### config.mk
export PLATFORM = sky130hd
export DESIGN_NAME = keypad_dec_entry
export DESIGN_NICKNAME = d
export VERILOG_FILES = /design/src/rtl/keypad_pkg.sv /design/src/rtl/keypad_scanner.sv /design/src/rtl/keypad_dec_entry.sv
export SDC_FILE = /design/constraint.sdc
export NUM_CORES = 1
export LEC_CHECK = 0
export ABC_AREA = 1
export CORE_UTILIZATION = 30
export CTS_BUF_LIST = sky130_fd_sc_hd__clkbuf_2 sky130_fd_sc_hd__clkbuf_4 sky130_fd_sc_hd__clkbuf_8
export DETAILED_ROUTE_END_ITERATION = 8
export MAX_ROUTING_LAYER = met4
export PLACE_DENSITY = 0.57
export SLEW_MARGIN = 20
export SYNTH_ARGS = -nofsm -noshare
export SYNTH_HDL_FRONTEND = slang
export SYNTH_SLANG_ARGS = --single-unit
### constraint.sdc
create_clock -name clk_i -period 4.1 [get_ports clk_i]
set_input_delay 0.82 -clock clk_i [delete_from_list [all_inputs] [get_ports clk_i]]
set_output_delay 0.82 -clock clk_i [all_outputs]
set_load 0.02 [all_outputs]
### src/rtl/keypad_pkg.sv
// Shared key codes, entry FSM encoding and digit limit for the keypad decimal entry block.
package keypad_pkg;

   localparam int MAX_DIGITS = 5;

   localparam logic [3:0] KEY_0    = 4'd0;
   localparam logic [3:0] KEY_1    = 4'd1;
   localparam logic [3:0] KEY_2    = 4'd2;
   localparam logic [3:0] KEY_3    = 4'd3;
   localparam logic [3:0] KEY_4    = 4'd4;
   localparam logic [3:0] KEY_5    = 4'd5;
   localparam logic [3:0] KEY_6    = 4'd6;
   localparam logic [3:0] KEY_7    = 4'd7;
   localparam logic [3:0] KEY_8    = 4'd8;
   localparam logic [3:0] KEY_9    = 4'd9;
   localparam logic [3:0] KEY_A    = 4'd10;
   localparam logic [3:0] KEY_B    = 4'd11;
   localparam logic [3:0] KEY_C    = 4'd12;
   localparam logic [3:0] KEY_D    = 4'd13;
   localparam logic [3:0] KEY_STAR = 4'd14;
   localparam logic [3:0] KEY_HASH = 4'd15;

   typedef enum logic [1:0] {
      ST_ENTRY = 2'd0,
      ST_CONV  = 2'd1,
      ST_DONE  = 2'd2
   } entry_state_t;

   // Physical keypad layout: rows 1 2 3 A / 4 5 6 B / 7 8 9 C / * 0 # D.
   function automatic logic [3:0] key_at(input logic [1:0] row, input logic [1:0] col);
      logic [3:0] code;
      case ({row, col})
         4'd0:    code = KEY_1;
         4'd1:    code = KEY_2;
         4'd2:    code = KEY_3;
         4'd3:    code = KEY_A;
         4'd4:    code = KEY_4;
         4'd5:    code = KEY_5;
         4'd6:    code = KEY_6;
         4'd7:    code = KEY_B;
         4'd8:    code = KEY_7;
         4'd9:    code = KEY_8;
         4'd10:   code = KEY_9;
         4'd11:   code = KEY_C;
         4'd12:   code = KEY_STAR;
         4'd13:   code = KEY_0;
         4'd14:   code = KEY_HASH;
         default: code = KEY_D;
      endcase
      return code;
   endfunction

endpackage

### src/rtl/keypad_scanner.sv
// Column scan of the 4x4 keypad with per-scan classification and press/release debounce.
// Emits a one-cycle key_evt_o with key_code_o for each accepted press.
module keypad_scanner
   import keypad_pkg::*;
#(
   parameter int SCAN_DIV       = 50_000,
   parameter int DEBOUNCE_SCANS = 4
) (
   input  logic       clk_i,
   input  logic       rst_i,
   input  logic [3:0] rows_i,
   output logic [3:0] cols_o,
   output logic       key_evt_o,
   output logic [3:0] key_code_o
);

   localparam int DW = (SCAN_DIV > 1) ? $clog2(SCAN_DIV) : 1;
   localparam int CW = $clog2(DEBOUNCE_SCANS + 1);

   logic [DW-1:0] r_dwell;
   logic [1:0]    r_col;
   logic [1:0]    r_hits;
   logic [3:0]    r_code;
   logic          r_pressed;
   logic [3:0]    r_cand;
   logic [CW-1:0] r_deb_cnt;
   logic          r_evt;
   logic [3:0]    r_evt_code;

   logic          w_tick;
   logic [3:0]    w_row_hit;
   logic [2:0]    w_col_hits;
   logic [3:0]    w_col_code;
   logic [2:0]    w_sum;
   logic [1:0]    w_scan_hits;
   logic [3:0]    w_scan_code;
   logic [CW-1:0] w_run;
   logic [CW-1:0] w_press_run;

   assign w_tick    = (r_dwell == DW'(SCAN_DIV - 1));
   assign w_row_hit = ~rows_i;

   always_comb begin
      w_col_code = KEY_0;
      for (int r = 3; r >= 0; r--) begin
         if (w_row_hit[r]) w_col_code = key_at(2'(r), r_col);
      end
   end

   assign w_col_hits = {2'b00, w_row_hit[0]} + {2'b00, w_row_hit[1]}
                     + {2'b00, w_row_hit[2]} + {2'b00, w_row_hit[3]};

   // Hit count saturates at 2: anything beyond one key is simply "invalid".
   assign w_sum       = {1'b0, r_hits} + w_col_hits;
   assign w_scan_hits = (w_sum >= 3'd2) ? 2'd2 : w_sum[1:0];
   assign w_scan_code = (r_hits != 2'd0) ? r_code : w_col_code;

   assign w_run       = r_deb_cnt + CW'(1);
   assign w_press_run = ((r_deb_cnt != '0) && (w_scan_code == r_cand)) ? w_run : CW'(1);

   always_ff @(posedge clk_i) begin
      if (rst_i) begin
         r_dwell    <= '0;
         r_col      <= 2'd0;
         r_hits     <= 2'd0;
         r_code     <= 4'd0;
         r_pressed  <= 1'b0;
         r_cand     <= 4'd0;
         r_deb_cnt  <= '0;
         r_evt      <= 1'b0;
         r_evt_code <= 4'd0;
      end else begin
         r_evt <= 1'b0;
         if (w_tick) begin
            r_dwell <= '0;
            r_col   <= r_col + 2'd1;
            if (r_col == 2'd3) begin
               r_hits <= 2'd0;
               r_code <= 4'd0;
               case (w_scan_hits)
                  2'd1: begin
                     if (r_pressed) begin
                        r_deb_cnt <= '0;
                     end else if (w_press_run == CW'(DEBOUNCE_SCANS)) begin
                        r_evt      <= 1'b1;
                        r_evt_code <= w_scan_code;
                        r_pressed  <= 1'b1;
                        r_deb_cnt  <= '0;
                     end else begin
                        r_cand    <= w_scan_code;
                        r_deb_cnt <= w_press_run;
                     end
                  end
                  2'd0: begin
                     if (!r_pressed) begin
                        r_deb_cnt <= '0;
                     end else if (w_run == CW'(DEBOUNCE_SCANS)) begin
                        r_pressed <= 1'b0;
                        r_deb_cnt <= '0;
                     end else begin
                        r_deb_cnt <= w_run;
                     end
                  end
                  default: r_deb_cnt <= '0;
               endcase
            end else begin
               r_hits <= w_scan_hits;
               r_code <= w_scan_code;
            end
         end else begin
            r_dwell <= r_dwell + DW'(1);
         end
      end
   end

   assign cols_o     = ~(4'b0001 << r_col);
   assign key_evt_o  = r_evt;
   assign key_code_o = r_evt_code;

endmodule

### src/rtl/keypad_dec_entry.sv
// Keypad decimal entry: collects up to five BCD digits and converts them to a saturated 16-bit value.
// Define KEYPAD_BACKSPACE_EN to make 'D' delete the most recent digit.
//
// state    | meaning
// ST_ENTRY | collecting digits, '*' clears, '#' starts conversion
// ST_CONV  | five multiply-by-ten-and-add steps, most significant digit first
// ST_DONE  | one cycle: valid strobe, digit buffer clears
module keypad_dec_entry
   import keypad_pkg::*;
#(
   parameter int SCAN_DIV       = 50_000,
   parameter int DEBOUNCE_SCANS = 4
) (
   input  logic        clk_i,
   input  logic        rst_i,
   input  logic [3:0]  rows_i,
   output logic [3:0]  cols_o,
   output logic [19:0] bcd_o,
   output logic [2:0]  digit_cnt_o,
   output logic        busy_o,
   output logic [15:0] value_o,
   output logic        valid_o,
   output logic        ovf_o
);

   logic         w_key_evt;
   logic [3:0]   w_key_code;

   entry_state_t r_state, w_state_nxt;
   logic [19:0]  r_bcd, w_bcd_nxt;
   logic [2:0]   r_cnt, w_cnt_nxt;
   logic [16:0]  r_acc, w_acc_nxt;
   logic [2:0]   r_idx, w_idx_nxt;
   logic [15:0]  r_value, w_value_nxt;
   logic         r_ovf, w_ovf_nxt;
   logic         w_busy, w_valid;
   logic [3:0]   w_digit;
   logic [16:0]  w_acc_step;

   keypad_scanner #(
      .SCAN_DIV       (SCAN_DIV),
      .DEBOUNCE_SCANS (DEBOUNCE_SCANS)
   ) u_scanner (
      .clk_i      (clk_i),
      .rst_i      (rst_i),
      .rows_i     (rows_i),
      .cols_o     (cols_o),
      .key_evt_o  (w_key_evt),
      .key_code_o (w_key_code)
   );

   // Buffer stays intact through CONV so it can be read digit by digit.
   assign w_digit    = r_bcd[{r_idx, 2'b00} +: 4];
   assign w_acc_step = (r_acc << 3) + (r_acc << 1) + {13'd0, w_digit};

   always_comb begin
      w_state_nxt = r_state;
      w_bcd_nxt   = r_bcd;
      w_cnt_nxt   = r_cnt;
      w_acc_nxt   = r_acc;
      w_idx_nxt   = r_idx;
      w_value_nxt = r_value;
      w_ovf_nxt   = r_ovf;
      w_busy      = 1'b0;
      w_valid     = 1'b0;
      case (r_state)
         ST_ENTRY: begin
            if (w_key_evt) begin
               if (w_key_code <= KEY_9) begin
                  if (r_cnt < 3'(MAX_DIGITS)) begin
                     w_bcd_nxt = {r_bcd[15:0], w_key_code};
                     w_cnt_nxt = r_cnt + 3'd1;
                  end
               end else if (w_key_code == KEY_STAR) begin
                  w_bcd_nxt = 20'd0;
                  w_cnt_nxt = 3'd0;
               end else if (w_key_code == KEY_HASH) begin
                  w_state_nxt = ST_CONV;
                  w_acc_nxt   = 17'd0;
                  w_idx_nxt   = 3'(MAX_DIGITS - 1);
`ifdef KEYPAD_BACKSPACE_EN
               end else if ((w_key_code == KEY_D) && (r_cnt != 3'd0)) begin
                  w_bcd_nxt = {4'h0, r_bcd[19:4]};
                  w_cnt_nxt = r_cnt - 3'd1;
`endif
               end
            end
         end
         ST_CONV: begin
            w_busy    = 1'b1;
            w_acc_nxt = w_acc_step;
            if (r_idx == 3'd0) begin
               w_state_nxt = ST_DONE;
               // Five digits top out at 99999, so bit 16 alone flags overflow.
               w_value_nxt = w_acc_step[16] ? 16'hFFFF : w_acc_step[15:0];
               w_ovf_nxt   = w_acc_step[16];
            end else begin
               w_idx_nxt = r_idx - 3'd1;
            end
         end
         ST_DONE: begin
            w_valid     = 1'b1;
            w_bcd_nxt   = 20'd0;
            w_cnt_nxt   = 3'd0;
            w_state_nxt = ST_ENTRY;
         end
         default: w_state_nxt = ST_ENTRY;
      endcase
   end

   always_ff @(posedge clk_i) begin
      if (rst_i) begin
         r_state <= ST_ENTRY;
         r_bcd   <= 20'd0;
         r_cnt   <= 3'd0;
         r_acc   <= 17'd0;
         r_idx   <= 3'd0;
         r_value <= 16'd0;
         r_ovf   <= 1'b0;
      end else begin
         r_state <= w_state_nxt;
         r_bcd   <= w_bcd_nxt;
         r_cnt   <= w_cnt_nxt;
         r_acc   <= w_acc_nxt;
         r_idx   <= w_idx_nxt;
         r_value <= w_value_nxt;
         r_ovf   <= w_ovf_nxt;
      end
   end

   assign bcd_o       = r_bcd;
   assign digit_cnt_o = r_cnt;
   assign busy_o      = w_busy;
   assign valid_o     = w_valid;
   assign value_o     = r_value;
   assign ovf_o       = r_ovf;

endmodule

Word level (Yosys, flattened, before mapping)
Cells that the tools add are included.
- add/subtract/negate cells: 11
- $lt $le $gt $ge: 3
- equality and inequality tests: 20
- shifts and indexed selects: 2
- muxes and demuxes: 53
- bitwise gates (word level): 7
- reduce and logical (&&, ||, !) cells: 21
- operator list (operator ; count):
    16-bit 2-to-1 mux ; 5
    20-bit 2-to-1 mux ; 4
    4-bit one-hot mux with 4 select lines ; 3
    3-bit 2-to-1 mux ; 14
    20-bit one-hot mux with 2 select lines ; 1
    16-bit one-hot mux with 2 select lines ; 1
    4-bit 2-to-1 mux ; 6
    5-bit AND reduction ; 4
    20-bit by 6-bit variable part select with 4-bit output ; 1
    3-bit one-hot mux with 2 select lines ; 3
    17-bit adder ; 1
    17-bit by 4-bit adder with 17-bit output ; 1
    16-bit by 1-bit adder with 16-bit output, second input constant ; 1
    16-bit == test, second input constant ; 1
    2-bit 2-to-1 mux ; 7
    4-bit one-hot mux with 3 select lines ; 1
    2-bit inequality test, second input constant ; 5
    4-bit == test, second input constant ; 2
    4-bit NOT ; 2
    2-bit nonzero test ; 4
    3-bit by 1-bit adder with 3-bit output ; 2
    3-bit by 1-bit adder with 3-bit output, second input constant ; 2
    2-bit by 1-bit == test with 1-bit output, second input constant ; 3
    2-bit == test, second input constant ; 3
    other kinds (26) ; 40
- register bits after elaboration: 98
- input port bits: 6

Logic depth before layout (Yosys ltp)
- word-level depth: 14
- gate-level depth with buffers: 20
- depth with buffers taken out: 20

Cells and area by module
Synthesis repeated with hierarchy kept, for this count alone.
- cell total of the unflattened synthesis: 881
- area, all modules: 5952.0 um2
- by module, submodules not included (module ; instances ; cells each ; area each (um2) ; seq. area each (um2)):
    keypad_dec_entry ; 1 ; 564 ; 3758.6 ; 1221.2
    keypad_scanner ; 1 ; 317 ; 2193.4 ; 740.7

Worst setup path before layout
Ideal clock, no wire load.
- path kind: input to register
- start: input port rows_i[0]
- end: register u_scanner.r_cand[0]
- library setup time: 0.113 ns
- data arrival time: 3.315 ns
- required time: 3.987 ns
- path slack: 0.672 ns
- cell stages on the path: 15
- buffers on the path: 0
- cells stage by stage: inv_1 ha_1 fa_1 ha_1 inv_1 fa_1 nand2_1 nor2_1 inv_1 nor2_1 inv_1 nor4_1 nand3_4 nor2_1 nor2_1
- word-level cells in the longest chain between the ends: 9
- RTL lines (what ; RTL line ; source):
    start, declared ; keypad_dec_entry.sv:16 ; input logic [3:0] rows_i,
    4-bit NOT (*) ; keypad_scanner.sv:41 ; assign w_row_hit = ~rows_i;
    1-bit by 1-bit adder with 2-bit output or 4-bit 2-to-1 mux (tied branches) ; keypad_scanner.sv:50, keypad_scanner.sv:46 ;
    3-bit by 1-bit adder with 3-bit output or 4-bit 2-to-1 mux (tied branches) ; keypad_scanner.sv:51, keypad_scanner.sv:56 ;
    3-bit by 1-bit adder with 3-bit output or 4-bit == test (tied branches) ; keypad_scanner.sv:51, keypad_scanner.sv:59 ;
    2-bit by 3-bit adder with 3-bit output or 1-bit logical AND (tied branches) ; keypad_scanner.sv:54, keypad_scanner.sv:59 ;
    3-bit by 2-bit >= comparator with 1-bit output or 3-bit 2-to-1 mux (tied branches) ; keypad_scanner.sv:55, keypad_scanner.sv:59 ;
    2-bit 2-to-1 mux or 3-bit == test (tied branches) ; keypad_scanner.sv:55, keypad_scanner.sv:84 ;
    2-bit by 1-bit == test with 1-bit output or 1-bit NOT (tied branches) ; n/a ;
    5-bit AND reduction (no source line) ; n/a ;
    end signal, assigned ; keypad_scanner.sv:90 ; r_cand <= w_scan_code;
    end, declared ; keypad_scanner.sv:25 ; logic [3:0] r_cand;
Mark *: on every way between the ends. The rest lies on a longest branch, timed or not.
A chain may end at the register's enable or synchronous reset.

Worst setup path in the final report
- start: input port rows_i[0]
- end: register u_scanner.r_evt_code[3] (netlist: u_scanner.key_code_o[3])
- word-level cells in the longest chain between the ends: 9
- RTL lines (what ; RTL line ; source):
    4-bit NOT (*) ; keypad_scanner.sv:41 ;
    1-bit by 1-bit adder with 2-bit output ; keypad_scanner.sv:50 ; assign w_col_hits = {2'b00, w_row_hit[0]} + {2'b00, w_row_hit[1]}
    3-bit by 1-bit adder with 3-bit output (2 in series) ; keypad_scanner.sv:51 ; + {2'b00, w_row_hit[2]} + {2'b00, w_row_hit[3]};
    2-bit by 3-bit adder with 3-bit output ; keypad_scanner.sv:54 ; assign w_sum = {1'b0, r_hits} + w_col_hits;
    3-bit by 2-bit >= comparator with 1-bit output ; keypad_scanner.sv:55 ; assign w_scan_hits = (w_sum >= 3'd2) ? 2'd2 : w_sum[1:0];
    2-bit 2-to-1 mux ; keypad_scanner.sv:55 ;
    2-bit by 1-bit == test with 1-bit output ; keypad_scanner.sv:80 ; case (w_scan_hits)
    5-bit AND reduction (no source line) ; n/a ;
    end signal, assigned ; keypad_scanner.sv:86 ; r_evt_code <= w_scan_code;
    end, declared ; keypad_scanner.sv:28 ; logic [3:0] r_evt_code;
Marks and branches as above.

==> key figures <==
Timing
  • Peak Freq: 269 MHz
  • Post-route clock period utilization: 90.6%
  • Final worst setup slack: 384 ps
  • # setup viols final: 0
  • Setup Total Neg Slack: 0 ps
  • Max-slew headroom: 54.9%
  • Hold Violations, Final: 0
  • Final min period: 3720 ps
  • Slew Viols, Final: 0
  • Clk_skew: 10.2 ps
  • Worst Tran Pin Value: 674 ps
  • Final hold slack: 453 ps
  • RSZ-0062 raised after global routing: no

Clock network
  • CTS Sinks: 98
  • Clk_lat worst skew: 380 ps
  • Worst-case clock buffer depth: 2
  • CTS Hold Bufs: 0
  • Clk root buf: clkbuf_8
  • Clock slew at the register clock pins of the worst setup and hold paths: 90 ps
  • # H-tree levels: 3
  • Post-CTS setup buffer count: 0
  • # resized after CTS: 0
  • CTS buffer count: 9
  • TritonCTS clock tree: done

Critical path
  • Crit-path max FO: 6
  • CP max stage delay: 490 ps
  • Crit-path most repeated cell: inv_1
  • Crit path launch: rows_i[0]
  • Crit path cell chain: clkdlybuf4s50_1 > inv_1 > ha_1 > fa_1 > ha_1 > inv_1 > fa_1 > nand2_1 > nor2_1 > inv_1 > nor2_1 > inv_1 > nor2_1 > inv_1 > nor2_4 > nand3_2 > o21ai_1 > nor2_1
  • Worst path arrival time: 3990 ps
  • Critical path type: in2reg
  • Critical Path End: u_scanner.key_code_o[3]
  • Crit-path slowest cell: clkdlybuf4s50_1
  • Reg-to-reg slack, setup: 430 ps
  • Top delay family on crit path: adder cells
  • Levels on crit path: 18
  • CP startpoint kind: input port
  • Worst Path Required: 4370 ps
  • CP Buf/Inv Count: 6
  • R2R Path Start: r_idx[0]
  • R2R Path End: value_o[3]
  • Register-to-Register Path Depth: 20
  • Critical Path End Type: flip-flop

Layout
  • Layout cells sized above 1: 9.35%
  • Storage cell area: 1960 µm²
  • Nets: 851
  • Multi-input logic area: 3040 µm²
  • Number of diodes: 0
  • Non-Filler Instances: 1027
  • Area Growth Syn to Fin: 18.6%
  • Post-layout util: 37.0%
  • Filler Cell Count: 1848
  • Design Area, Final: 6480 µm²

Global routing
  • Met1 Track Usage GR: 19.4%
  • Vias in the first global route: 4500
  • GRT Max-Usage Layer: met2
  • Global router's overall resource usage: 14.8%
  • Largest net degree at the start of global routing: 39
  • Met2 Use GR: 22.8%
  • Initial antenna violation count: 0
  • First-pass GRT wire length: 21300 µm
  • Remaining Overflow, GRT: 0
  • M3 GR Usage: 2.11%

Floorplanning
  • Starting Density: 31.2%
  • Site Rows: 48
  • Die Ht: 137 µm
  • Die outline width: 137 µm
  • Die area: 18800 µm²
  • I/O pin total: 52
  • Core area: 17500 µm²

Outcome
  • Status: finished, final reports clean

Routing
  • DRT Pass-1 Iters: 4
  • DR vias: 4753
  • Drt total wl: 12600 µm
  • Wire length per cell: 12.3 µm
  • Via-to-Cell Ratio: 4.63
  • DRC viols: 0
  • Initial DRC count: 219
  • DRT antenna net count: 0

Synth
  • Yosys warns: 0
  • Synth Cell Area: 5470 µm²
  • Sequential area share after synthesis: 35.9%
  • Syn avg cell area: 7.35 µm²
  • Synth unique cells: 44
  • Syn_nets: 798
  • Synthesized flop and latch total: 98
  • Cells after synthesis: 744

Pwr
  • Leak pwr: 2.74 nW
  • Peak supply drop: 0.122 mV
  • Power Density: 270 nW/µm²
  • Total power: 1.75 mW

Place
  • Dpl cell area: 6260 µm²
  • Placed Instances: 1011
  • HPWL after DPL: 9280 µm
  • Pre-CTS setup slack: -8.28 ps
  • Port Buffers: 51
  • Gpl congestion: 0.841

Run
  • Maxcap violations: 0

Hold path
  • Hold Crit Class: reg2reg
cells in the final DEF (no fill, tap or decap), types with 3 or more instances in the layout:
cell type / synthesis / layout
a211oi_1: 11 / 11
a21o_1: 5 / 5
a21oi_1: 88 / 88
buf_4: 1 / 11
clkbuf_8: 0 / 10
clkdlybuf4s50_1: 0 / 51
clkinv_1: 4 / 4
dfxtp_1: 98 / 98
fa_1: 4 / 4
ha_1: 44 / 44
inv_1: 85 / 85
inv_2: 12 / 12
nand2_1: 107 / 107
nand2_2: 11 / 11
nand3_1: 29 / 29
nand3_2: 3 / 3
nand4_1: 6 / 6
nor2_1: 87 / 87
nor2_2: 6 / 6
nor2_4: 3 / 3
nor3_1: 9 / 9
o211ai_1: 3 / 3
o21a_1: 3 / 3
o21ai_0: 48 / 48
o21ai_1: 13 / 13
o22ai_1: 3 / 3
o31ai_1: 3 / 3
or2_2: 7 / 7
xnor2_1: 3 / 3
xor2_1: 12 / 12
registers in the layout (all words and copies together) (netlist names), 2 cells and up:
| register | count |
|---|---|
| u_scanner.r_deb_cnt | 3 |
| bcd_o | 20 |
| u_scanner.r_col | 2 |
| r_idx | 3 |
| u_scanner.key_code_o | 4 |
| u_scanner.r_dwell | 16 |
| r_state | 2 |
| u_scanner.r_code | 4 |
| r_acc | 16 |
| value_o | 16 |
| u_scanner.r_hits | 2 |
| digit_cnt_o | 3 |
| u_scanner.r_cand | 4 |
how the worst min path moves through the flow:
stage	from	endpoint	slack, ps	cells past startpoint
after floorplan	u_scanner.r_dwell[0]	u_scanner.r_dwell[0]	420	1
after global placement	u_scanner.r_dwell[0]	u_scanner.r_dwell[0]	440	1
after detailed placement	u_scanner.r_dwell[0]	u_scanner.r_dwell[0]	440	1
after CTS	u_scanner.r_dwell[0]	u_scanner.r_dwell[0]	460	1
after global routing	u_scanner.r_dwell[0]	u_scanner.r_dwell[0]	470	1
final	u_scanner.r_dwell[0]	u_scanner.r_dwell[0]	450	1
final cells by class:
type	count	share of cell area [%]
Clock inverter	6	1.35
Timing Repair Buffer	62	9.15
Multi-Input combinational cell	525	46.9
Sequential cell	98	30.3
Clock buffer	10	2.12
Tap cell	225	4.34
Inverter	101	5.85
cells by family after synthesis:
family | synth area share [%]
adder cells (fa/ha/maj) | 11.5
flip-flops | 35.9
AND/OR/NAND/NOR | 23.3
AO/OA/AOI/OAI | 18.4
XOR/XNOR | 2.40
buffers and inverters | 8.42
routing by layer:
layer / routed length, µm / vias up / part of all wire (%)
met1: 6530 / 2112 / 52
met4: 238 / 0 / 1.9
met5: 0 / - / 0
met2: 5540 / 60 / 44
met3: 326 / 16 / 2.6
li1: - / 2565 / -
Yosys cell counts, drive strengths merged:
cell,count,area [µm²]
o211ai,3,22.5
or2,8,50.1
and2,1,6.26
o211a,1,10.0
o2111ai,1,8.76
inv,97,364
fa,4,80.1
a21oi,89,449
a31oi,2,12.5
xnor2,3,26.3
xor2,12,105
nand3,33,193
ha,44,551
nor3b,1,7.51
nand4,6,37.5
o22ai,3,18.8
nor4,4,46.3
nor3,11,65.1
nand2,118,470
a211oi,11,82.6
clkinv,4,15.0
o21a,3,22.5
clkbuf,17,63.8
nor2,96,398
buf,3,17.5
o221ai,1,8.76
a22oi,1,7.51
dfxtp,98,1960
o21ai,61,305
o31ai,3,22.5
a21o,5,37.5
report_power, final:
| part | internal [mW] | switching, mW | total (mW) |
|---|---|---|---|
| sequential | 0.953 | 0.00150 | 0.955 |
| combinational | 0.0261 | 0.0537 | 0.0798 |
| clock | 0.363 | 0.351 | 0.714 |
| total | 1.34 | 0.406 | 1.75 |
(Power assumes the default switching activity.)
